`config.mk`:
```
export PLATFORM = sky130hd
export DESIGN_NAME = l1_mem_arbiter_flat
export DESIGN_NICKNAME = d
export VERILOG_FILES = /design/src/rtl/l1_mem_arbiter_if.sv /design/src/rtl/l1_mem_arbiter.sv /design/src/flat_wrapper.sv
export SDC_FILE = /design/constraint.sdc
export NUM_CORES = 1
export LEC_CHECK = 0
export ABC_AREA = 1
export CORE_ASPECT_RATIO = 1.25
export CORE_UTILIZATION = 44
export CTS_CLUSTER_DIAMETER = 40
export DETAILED_ROUTE_END_ITERATION = 6
export PLACE_DENSITY = 0.81
export SLEW_MARGIN = 20
export SYNTH_ARGS = -nofsm -noshare
export SYNTH_HDL_FRONTEND = slang
export SYNTH_SLANG_ARGS = --single-unit
```
`constraint.sdc`:
```
create_clock -name clk -period 5.4 [get_ports clk]
set_clock_uncertainty 0.05 [all_clocks]
set_input_delay 0.81 -clock clk [delete_from_list [all_inputs] [get_ports clk]]
set_output_delay 0.81 -clock clk [all_outputs]
set_load 0.03 [all_outputs]
```
`src/rtl/l1_mem_arbiter_if.sv`:
```
// Valid/ready memory-port bundle shared by L1 requesters and main memory.
// master drives the request fields; slave answers with ready/rdata.
interface l1_mem_arbiter_if #(
    parameter int ADDR_W = 9
) ();
    logic              valid;
    logic              instr;
    logic [ADDR_W-1:0] addr;
    logic [31:0]       wdata;
    logic [3:0]        wstrb;
    logic              ready;
    logic [31:0]       rdata;

    modport master (
        output valid, instr, addr, wdata, wstrb,
        input  ready, rdata
    );

    modport slave (
        input  valid, instr, addr, wdata, wstrb,
        output ready, rdata
    );
endinterface

```
`src/rtl/l1_mem_arbiter.sv`:
```
// Round-robin arbiter sharing one main-memory port between two L1 caches.
// Grants are held until memory answers or the watchdog error-completes.
module l1_mem_arbiter #(
    parameter int          ADDR_W   = 9,
    parameter int          TIMEOUT  = 16,
    parameter logic [31:0] ERR_DATA = 32'hDEADBEEF
) (
    input  logic clk,
    input  logic reset,
    l1_mem_arbiter_if.slave  req0,
    l1_mem_arbiter_if.slave  req1,
    l1_mem_arbiter_if.master mem,
    output logic grant_id,
    output logic busy,
    output logic timeout_err
);
    localparam logic [1:0] S_IDLE = 2'd0;
    localparam logic [1:0] S_BUSY = 2'd1;
    localparam logic [1:0] S_RESP = 2'd2;
    localparam int CW = $clog2(TIMEOUT) + 1;
    localparam logic [CW-1:0] CNT_LAST = CW'(TIMEOUT - 1);

    logic [1:0]        state_q, state_d;
    logic              mv_q, mv_d;
    logic              instr_q, instr_d;
    logic [ADDR_W-1:0] addr_q, addr_d;
    logic [31:0]       wdata_q, wdata_d;
    logic [3:0]        wstrb_q, wstrb_d;
    logic              grant_q, grant_d;
    logic              last_q, last_d;
    logic [CW-1:0]     cnt_q, cnt_d;
    logic [31:0]       rd0_q, rd0_d;
    logic [31:0]       rd1_q, rd1_d;
    logic              rdy0_q, rdy0_d;
    logic              rdy1_q, rdy1_d;
    logic              terr_q, terr_d;
    logic              busy_q, busy_d;
    logic              pick;

    // Next-state logic: arbitrate in IDLE, watch memory in BUSY, pulse in RESP.
    always_comb begin
        state_d = state_q;
        mv_d    = mv_q;
        instr_d = instr_q;
        addr_d  = addr_q;
        wdata_d = wdata_q;
        wstrb_d = wstrb_q;
        grant_d = grant_q;
        last_d  = last_q;
        cnt_d   = cnt_q;
        rd0_d   = rd0_q;
        rd1_d   = rd1_q;
        rdy0_d  = 1'b0;
        rdy1_d  = 1'b0;
        terr_d  = 1'b0;
        busy_d  = busy_q;
        pick    = 1'b0;
        unique case (state_q)
            S_IDLE: begin
                if (req0.valid || req1.valid) begin
                    pick    = (req0.valid && req1.valid) ? ~last_q : req1.valid;
                    grant_d = pick;
                    instr_d = pick ? req1.instr : req0.instr;
                    addr_d  = pick ? req1.addr  : req0.addr;
                    wdata_d = pick ? req1.wdata : req0.wdata;
                    wstrb_d = pick ? req1.wstrb : req0.wstrb;
                    mv_d    = 1'b1;
                    busy_d  = 1'b1;
                    cnt_d   = '0;
                    state_d = S_BUSY;
                end
            end
            S_BUSY: begin
                cnt_d = cnt_q + CW'(1);
                if (mem.ready || cnt_q == CNT_LAST) begin
                    if (grant_q) begin
                        rd1_d  = mem.ready ? mem.rdata : ERR_DATA;
                        rdy1_d = 1'b1;
                    end else begin
                        rd0_d  = mem.ready ? mem.rdata : ERR_DATA;
                        rdy0_d = 1'b1;
                    end
                    terr_d  = ~mem.ready;
                    mv_d    = 1'b0;
                    last_d  = grant_q;
                    state_d = S_RESP;
                end
            end
            S_RESP: begin
                cnt_d   = '0;
                busy_d  = 1'b0;
                state_d = S_IDLE;
            end
            default: begin
                mv_d    = 1'b0;
                busy_d  = 1'b0;
                state_d = S_IDLE;
            end
        endcase
    end

    // State and output registers; reset abandons any transfer in flight.
    always_ff @(posedge clk or posedge reset) begin
        if (reset) begin
            state_q <= S_IDLE;
            mv_q    <= 1'b0;
            instr_q <= 1'b0;
            addr_q  <= '0;
            wdata_q <= '0;
            wstrb_q <= '0;
            grant_q <= 1'b0;
            last_q  <= 1'b1;
            cnt_q   <= '0;
            rd0_q   <= '0;
            rd1_q   <= '0;
            rdy0_q  <= 1'b0;
            rdy1_q  <= 1'b0;
            terr_q  <= 1'b0;
            busy_q  <= 1'b0;
        end else begin
            state_q <= state_d;
            mv_q    <= mv_d;
            instr_q <= instr_d;
            addr_q  <= addr_d;
            wdata_q <= wdata_d;
            wstrb_q <= wstrb_d;
            grant_q <= grant_d;
            last_q  <= last_d;
            cnt_q   <= cnt_d;
            rd0_q   <= rd0_d;
            rd1_q   <= rd1_d;
            rdy0_q  <= rdy0_d;
            rdy1_q  <= rdy1_d;
            terr_q  <= terr_d;
            busy_q  <= busy_d;
        end
    end

    assign mem.valid   = mv_q;
    assign mem.instr   = instr_q;
    assign mem.addr    = addr_q;
    assign mem.wdata   = wdata_q;
    assign mem.wstrb   = wstrb_q;
    assign req0.ready  = rdy0_q;
    assign req0.rdata  = rd0_q;
    assign req1.ready  = rdy1_q;
    assign req1.rdata  = rd1_q;
    assign grant_id    = grant_q;
    assign busy        = busy_q;
    assign timeout_err = terr_q;
endmodule

```
`src/flat_wrapper.sv`:
```
// flat-port wrapper written by rule: the top's interface ports become plain ports
module l1_mem_arbiter_flat 
#(
    parameter int          ADDR_W   = 9,
    parameter int          TIMEOUT  = 16,
    parameter logic [31:0] ERR_DATA = 32'hDEADBEEF
)
  (clk, reset, grant_id, busy, timeout_err, req0_valid, req0_instr, req0_addr, req0_wdata, req0_wstrb, req0_ready, req0_rdata, req1_valid, req1_instr, req1_addr, req1_wdata, req1_wstrb, req1_ready, req1_rdata, mem_valid, mem_instr, mem_addr, mem_wdata, mem_wstrb, mem_ready, mem_rdata);
  l1_mem_arbiter_if #(.ADDR_W(ADDR_W)) req0_i ();
  l1_mem_arbiter_if #(.ADDR_W(ADDR_W)) req1_i ();
  l1_mem_arbiter_if #(.ADDR_W(ADDR_W)) mem_i ();
  input  logic clk;
  input  logic reset;
  output logic grant_id;
  output logic busy;
  output logic timeout_err;
  input wire logic [$bits(req0_i.valid)-1:0] req0_valid;
  input wire logic [$bits(req0_i.instr)-1:0] req0_instr;
  input wire logic [$bits(req0_i.addr)-1:0] req0_addr;
  input wire logic [$bits(req0_i.wdata)-1:0] req0_wdata;
  input wire logic [$bits(req0_i.wstrb)-1:0] req0_wstrb;
  output wire logic [$bits(req0_i.ready)-1:0] req0_ready;
  output wire logic [$bits(req0_i.rdata)-1:0] req0_rdata;
  input wire logic [$bits(req1_i.valid)-1:0] req1_valid;
  input wire logic [$bits(req1_i.instr)-1:0] req1_instr;
  input wire logic [$bits(req1_i.addr)-1:0] req1_addr;
  input wire logic [$bits(req1_i.wdata)-1:0] req1_wdata;
  input wire logic [$bits(req1_i.wstrb)-1:0] req1_wstrb;
  output wire logic [$bits(req1_i.ready)-1:0] req1_ready;
  output wire logic [$bits(req1_i.rdata)-1:0] req1_rdata;
  output wire logic [$bits(mem_i.valid)-1:0] mem_valid;
  output wire logic [$bits(mem_i.instr)-1:0] mem_instr;
  output wire logic [$bits(mem_i.addr)-1:0] mem_addr;
  output wire logic [$bits(mem_i.wdata)-1:0] mem_wdata;
  output wire logic [$bits(mem_i.wstrb)-1:0] mem_wstrb;
  input wire logic [$bits(mem_i.ready)-1:0] mem_ready;
  input wire logic [$bits(mem_i.rdata)-1:0] mem_rdata;
  assign req0_i.valid = req0_valid;
  assign req0_i.instr = req0_instr;
  assign req0_i.addr = req0_addr;
  assign req0_i.wdata = req0_wdata;
  assign req0_i.wstrb = req0_wstrb;
  assign req0_ready = req0_i.ready;
  assign req0_rdata = req0_i.rdata;
  assign req1_i.valid = req1_valid;
  assign req1_i.instr = req1_instr;
  assign req1_i.addr = req1_addr;
  assign req1_i.wdata = req1_wdata;
  assign req1_i.wstrb = req1_wstrb;
  assign req1_ready = req1_i.ready;
  assign req1_rdata = req1_i.rdata;
  assign mem_valid = mem_i.valid;
  assign mem_instr = mem_i.instr;
  assign mem_addr = mem_i.addr;
  assign mem_wdata = mem_i.wdata;
  assign mem_wstrb = mem_i.wstrb;
  assign mem_i.ready = mem_ready;
  assign mem_i.rdata = mem_rdata;
  l1_mem_arbiter #(.ADDR_W(ADDR_W), .TIMEOUT(TIMEOUT), .ERR_DATA(ERR_DATA)) u_core (.clk(clk), .reset(reset), .req0(req0_i), .req1(req1_i), .mem(mem_i), .grant_id(grant_id), .busy(busy), .timeout_err(timeout_err));
endmodule
```
# [Yosys cells after proc, flatten, opt, wreduce, memory -nomap -nowiden]
# Index checks and enable logic that the tools add are counted.
[totals] regBits=124 output_inout_bits=116 in_bits=129 word_cells=62
[op_classes] add_sub_neg=1 n_eq_ne=5 n_bitwise=5 muxes=23 n_reduce_logical=13
[ops] op="two-way mux 32 bit" count=2
[ops] op="case mux 5 bit (3 select lines)" count=1
[ops] op="two-way mux 1 bit" count=12
[ops] op="AND reduction 2 bit" count=5
[ops] op="two-way mux 9 bit" count=1
[ops] op="AND reduction 3 bit" count=3
[ops] op="adder 5 x 1 -> 5 bit (second input constant)" count=1
[ops] op="== test 5 x 4 -> 1 bit (second input constant)" count=1
[ops] op="two-way mux 5 bit" count=1
[ops] op="inverter 1 bit" count=5
[ops] op="two-way mux 2 bit" count=2
[ops] op="two-way mux 4 bit" count=1
[ops] op="inequality test 2 x 1 -> 1 bit (second input constant)" count=2
[ops] op="case mux 2 bit (2 select lines)" count=1
[ops] op="case mux 1 bit (3 select lines)" count=1
[ops] op="nonzero test 3 bit" count=1
[ops] op="== test 2 x 1 -> 1 bit (second input constant)" count=1
[ops] op="== test 2 bit (second input constant)" count=1
[ops] op="zero test 2 bit" count=1
[ops] op="logical OR 1 bit" count=2
[ops] op="case mux 1 bit (2 select lines)" count=1
[ops] op="logical AND 1 bit" count=1

# [Longest topological paths before layout]
[logic_depth] ltp_word=4 depth_mapped=10 ltp_nobuf=9

# [Least setup slack after synthesis]
# No wires, ideal clock.
[synth_timing] path_kind="input-to-reg" start="in mem_ready" end="reg u_core.rd1_q[10] (netlist: u_core.req1.rdata[10])" t_required_ns=5.232 stages=7 setup_slack_ns=3.720 arrival_ns=1.512 setup_time_ns=0.118 n_path_buf=2 path_cell_list="buf_2 > nor2_4 > nor2_4 > nand2_2 > buf_4 > nand2_1 > nand2_1"
[synth_between] elab_chain_len=2
[synth_lines] element="start: declaration" line="flat_wrapper.sv:36" source="input wire logic [$bits(mem_i.ready)-1:0] mem_ready;"
[synth_lines] element="logical OR 1 bit" line="l1_mem_arbiter.sv:75" source="if (mem.ready || cnt_q == CNT_LAST) begin"
[synth_lines] element="AND reduction 3 bit (no line)"
[synth_lines] element="end signal: assignment" line="l1_mem_arbiter.sv:131" source="rd1_q <= rd1_d;"
[synth_lines] element="end: declaration" line="l1_mem_arbiter.sv:33" source="logic [31:0] rd1_q, rd1_d;"
# Parallel ways exist; a longest one is shown, timed or not.
# A chain may end at the register's enable or synchronous reset.

# [Worst setup path after layout]
[layout_timing] start="in mem_ready" end="reg u_core.rd0_q[14] (netlist: u_core.req0.rdata[14])"
[layout_between] elab_chain_len=2
[layout_lines] element="logical OR 1 bit" line="l1_mem_arbiter.sv:75"
[layout_lines] element="AND reduction 3 bit (no line)"
[layout_lines] element="end signal: assignment" line="l1_mem_arbiter.sv:130" source="rd0_q <= rd0_d;"
[layout_lines] element="end: declaration" line="l1_mem_arbiter.sv:32" source="logic [31:0] rd0_q, rd0_d;"
# Parallel ways exist; a longest one is shown, timed or not.

==> flow_summary.ini <==
[drt]
postRouteAntennaNets = 0
drtIter0Drc = 252
vias = 5873
routedWlPerCell_um = 13.45
postRouteWirelength_um = 16390
post-route-drc-count = 0
dr.pass1.iters = 5
viasPerCell = 4.822

[floorplan]
die_w_um = 107.1
fp.dieArea_sq_um = 14270
start_util = 0.4547
rows = 47
io_pins = 245
die_h_um = 133.3
core_sq_um = 13350

[timing]
setup_ws_ns = 2.370
tns_ns = 0
setup_viol = 0
max_freq_mhz = 330.1
period_minus_slack_ns = 3.030
slew_headroom = 0.2926
worstMarginPinSlew_ns = 1.059
slew_viol_final = 0
rsz0062_at_grt = no
fin_crit_sh = 0.5611
finalHoldViolCount = 0

[synth]
ys_seq_area_frac = 0.5114
postSynthCellCount = 812
muxShareOfSynthArea = 0
synth_compound_area_frac = 0.003917
yosys_warnings = 0
synthesis.area_sq_um = 6070
synth_top_family_by_area = simple AND/OR/NAND/NOR gates
yosys.area.top_type = dfrtp_1
synth_area_leaders = dfrtp_1 (51%), nand2_1 (20%), nand3_1 (13%)
synthAdderAreaFrac = 0.004123
synth_xor_area_frac = 0
syn_avg_cell_area_sq_um = 7.475
yosys.area_share.simple = 0.3527
ys_ff_latch = 124
synth_cell_type_count = 21
yosysTopAreaCellShare = 0.5071
synthesis.nets = 943

[grt]
grt_use_total = 0.2435
grt_remaining_overflow = 0
grt_pass1_vias = 5802
grt_pass1_wl_um = 27380
grt_max_degree = 73
antenna_found_initial = 0

[worst_setup_path]
r2r_end = u_core.req0.rdata[14]
rr_worst_depth = 9
cp_data_arrival_time_ns = 3.27
cp-endpoint = u_core.req0.rdata[14]
timing.rr.start = u_core.cnt_q[0]
endpoint_kind = flop
critPathLaunchType = input pin
crit_start = mem_ready
worst-path-max-fanout = 35
required_ns = 5.64
r2r_slack_ns = 2.63
crit_type = in -> reg

[layout]
final_cell_mix = nand2_1 (327), clkdlybuf4s50_1 (243), nand3_1 (159)
fillers = 1093
drive_gt1_frac = 0.04967
final_common_cell = nand2_1
synthToLayoutAreaGrowth_pct = 49.91
nets = 1165
diodes = 0
multi_input_area_sq_um = 2197
register_area_sq_um = 3104

[clock_tree]
clockRootBuffer = clkbuf_16
cts_buffer_depth = 2
htree_levels = 4
cts_made_buffers = 17
ctsResizeCount = 0
cts.sinks = 124
clk_latency_ns = 0.40
postCtsSetupBuffers = 0
cts.clk_slew.worst_paths_ns = 0.06
hold_buffers = 0
cts_tree = built

[place]
dp_hpwl_um = 11200
io_buffer_count = 244
place_congestion = 0.7955
post-place-ws_ns = 1.961

[hold_path]
worstHoldPathType = reg -> reg
holdCritStartpoint = u_core.req0.rdata[5]

[pwr]
ir_drop_mv = 0.3334
p_leak_uw = 0.004852
power_density_nw_per_um2 = 613.1
power.total_uw = 5578

[flow_run]
maxCapViolations = 0

[run_status]
outcome = complete, no violations
==> layout make-up <==
| class | count | area share |
|---|---|---|
| clock inverter | 10 | 0.01114 |
| inverter | 134 | 0.05556 |
| clock buffer | 22 | 0.05432 |
| tap | 171 | 0.02351 |
| timing repair buffer | 250 | 0.2728 |
| multi-input combinational | 507 | 0.2415 |
| sequential | 124 | 0.3412 |
==> metal layers <==
metal / share of wire / GRT usage / wire (um) / vias to the layer above
li1: - / - / - / 2895
met1: 0.40 / 0.2981 / 6546 / 2666
met2: 0.48 / 0.4032 / 7848 / 280
met3: 0.099 / 0.07583 / 1624 / 32
met4: 0.022 / 0.08676 / 365 / 0
met5: 0 / 0 / 0 / -
==> flip-flops by register name (all words and copies together) (netlist names) <==
register,flops
u_core.cnt_q,5
u_core.mem.instr,1
u_core.last_q,1
u_core.mem.wstrb,4
u_core.mem.wdata,32
u_core.mem.valid,1
u_core.req1.ready,1
u_core.state_q,2
u_core.grant_id,1
u_core.req0.ready,1
u_core.timeout_err,1
u_core.req1.rdata,32
u_core.req0.rdata,32
u_core.busy,1
u_core.mem.addr,9
==> cells by family after synthesis <==
kind of cell,count (synthesis)
AND/OR/NAND/NOR,501
adder cells (fa/ha/maj),2
buffers and inverters,181
flip-flops,124
AO/OA/AOI/OAI,4
==> stage by stage <==
stage | utilization | instances | hold slack (ns) | area [sq um]
finish | 0.6816 | 1218 | 0.4211 | 9099
CTS | 0.6816 | 1218 | 0.4213 | 9099
global route | 0.6816 | 1218 | 0.4405 | 9099
global placement | 0.6370 | 1186 | 0.4034 | 8503
floorplan | - | 812 | 0.3936 | 6070
detailed placement | 0.6370 | 1186 | 0.4080 | 8503
==> where the power goes <==
group	internal (uW)	switching, uW	total, uW	leakage (uW)
Combinational	1070	1730	2800	0.00304
Sequential	1380	273	1650	0.00153
Clock	701	430	1130	0.000286
==> worst min-delay path by stage <==
stage                                  endpoint  slack [ns]  cells past startpoint
after global routing      u_core.req1.rdata[27]        0.44                      2
after detailed placement  u_core.req1.rdata[27]        0.41                      2
after floorplan                   u_core.last_q        0.39                      2
final                      u_core.req0.rdata[5]        0.42                      2
after global placement    u_core.req1.rdata[26]        0.40                      2
after CTS                 u_core.req1.rdata[27]        0.42                      2
==> Yosys cell counts <==
cell and n:
o21ai_0 3, buf_4 16, nand2_1 327, nand2_2 2
nand3_1 159, buf_1 2, clkbuf_1 5, or2_2 1
inv_1 132, inv_2 2, nor2_8 1, buf_6 1
nand4_1 1, nor2_4 4, dfstp_2 1, ha_1 2
or2_0 2, buf_2 23, nor2_1 4, dfrtp_1 123
o21ai_2 1
==> critical path, stage by stage <==
cell and delay [ns]:
clkdlybuf4s50_1 0.46, buf_4 0.35, nor2_4 0.11, nor2_4 0.59, nand2_2 0.61, nand2_1 0.23, nand2_1 0.07
Power figures use the tool's default switching activity.
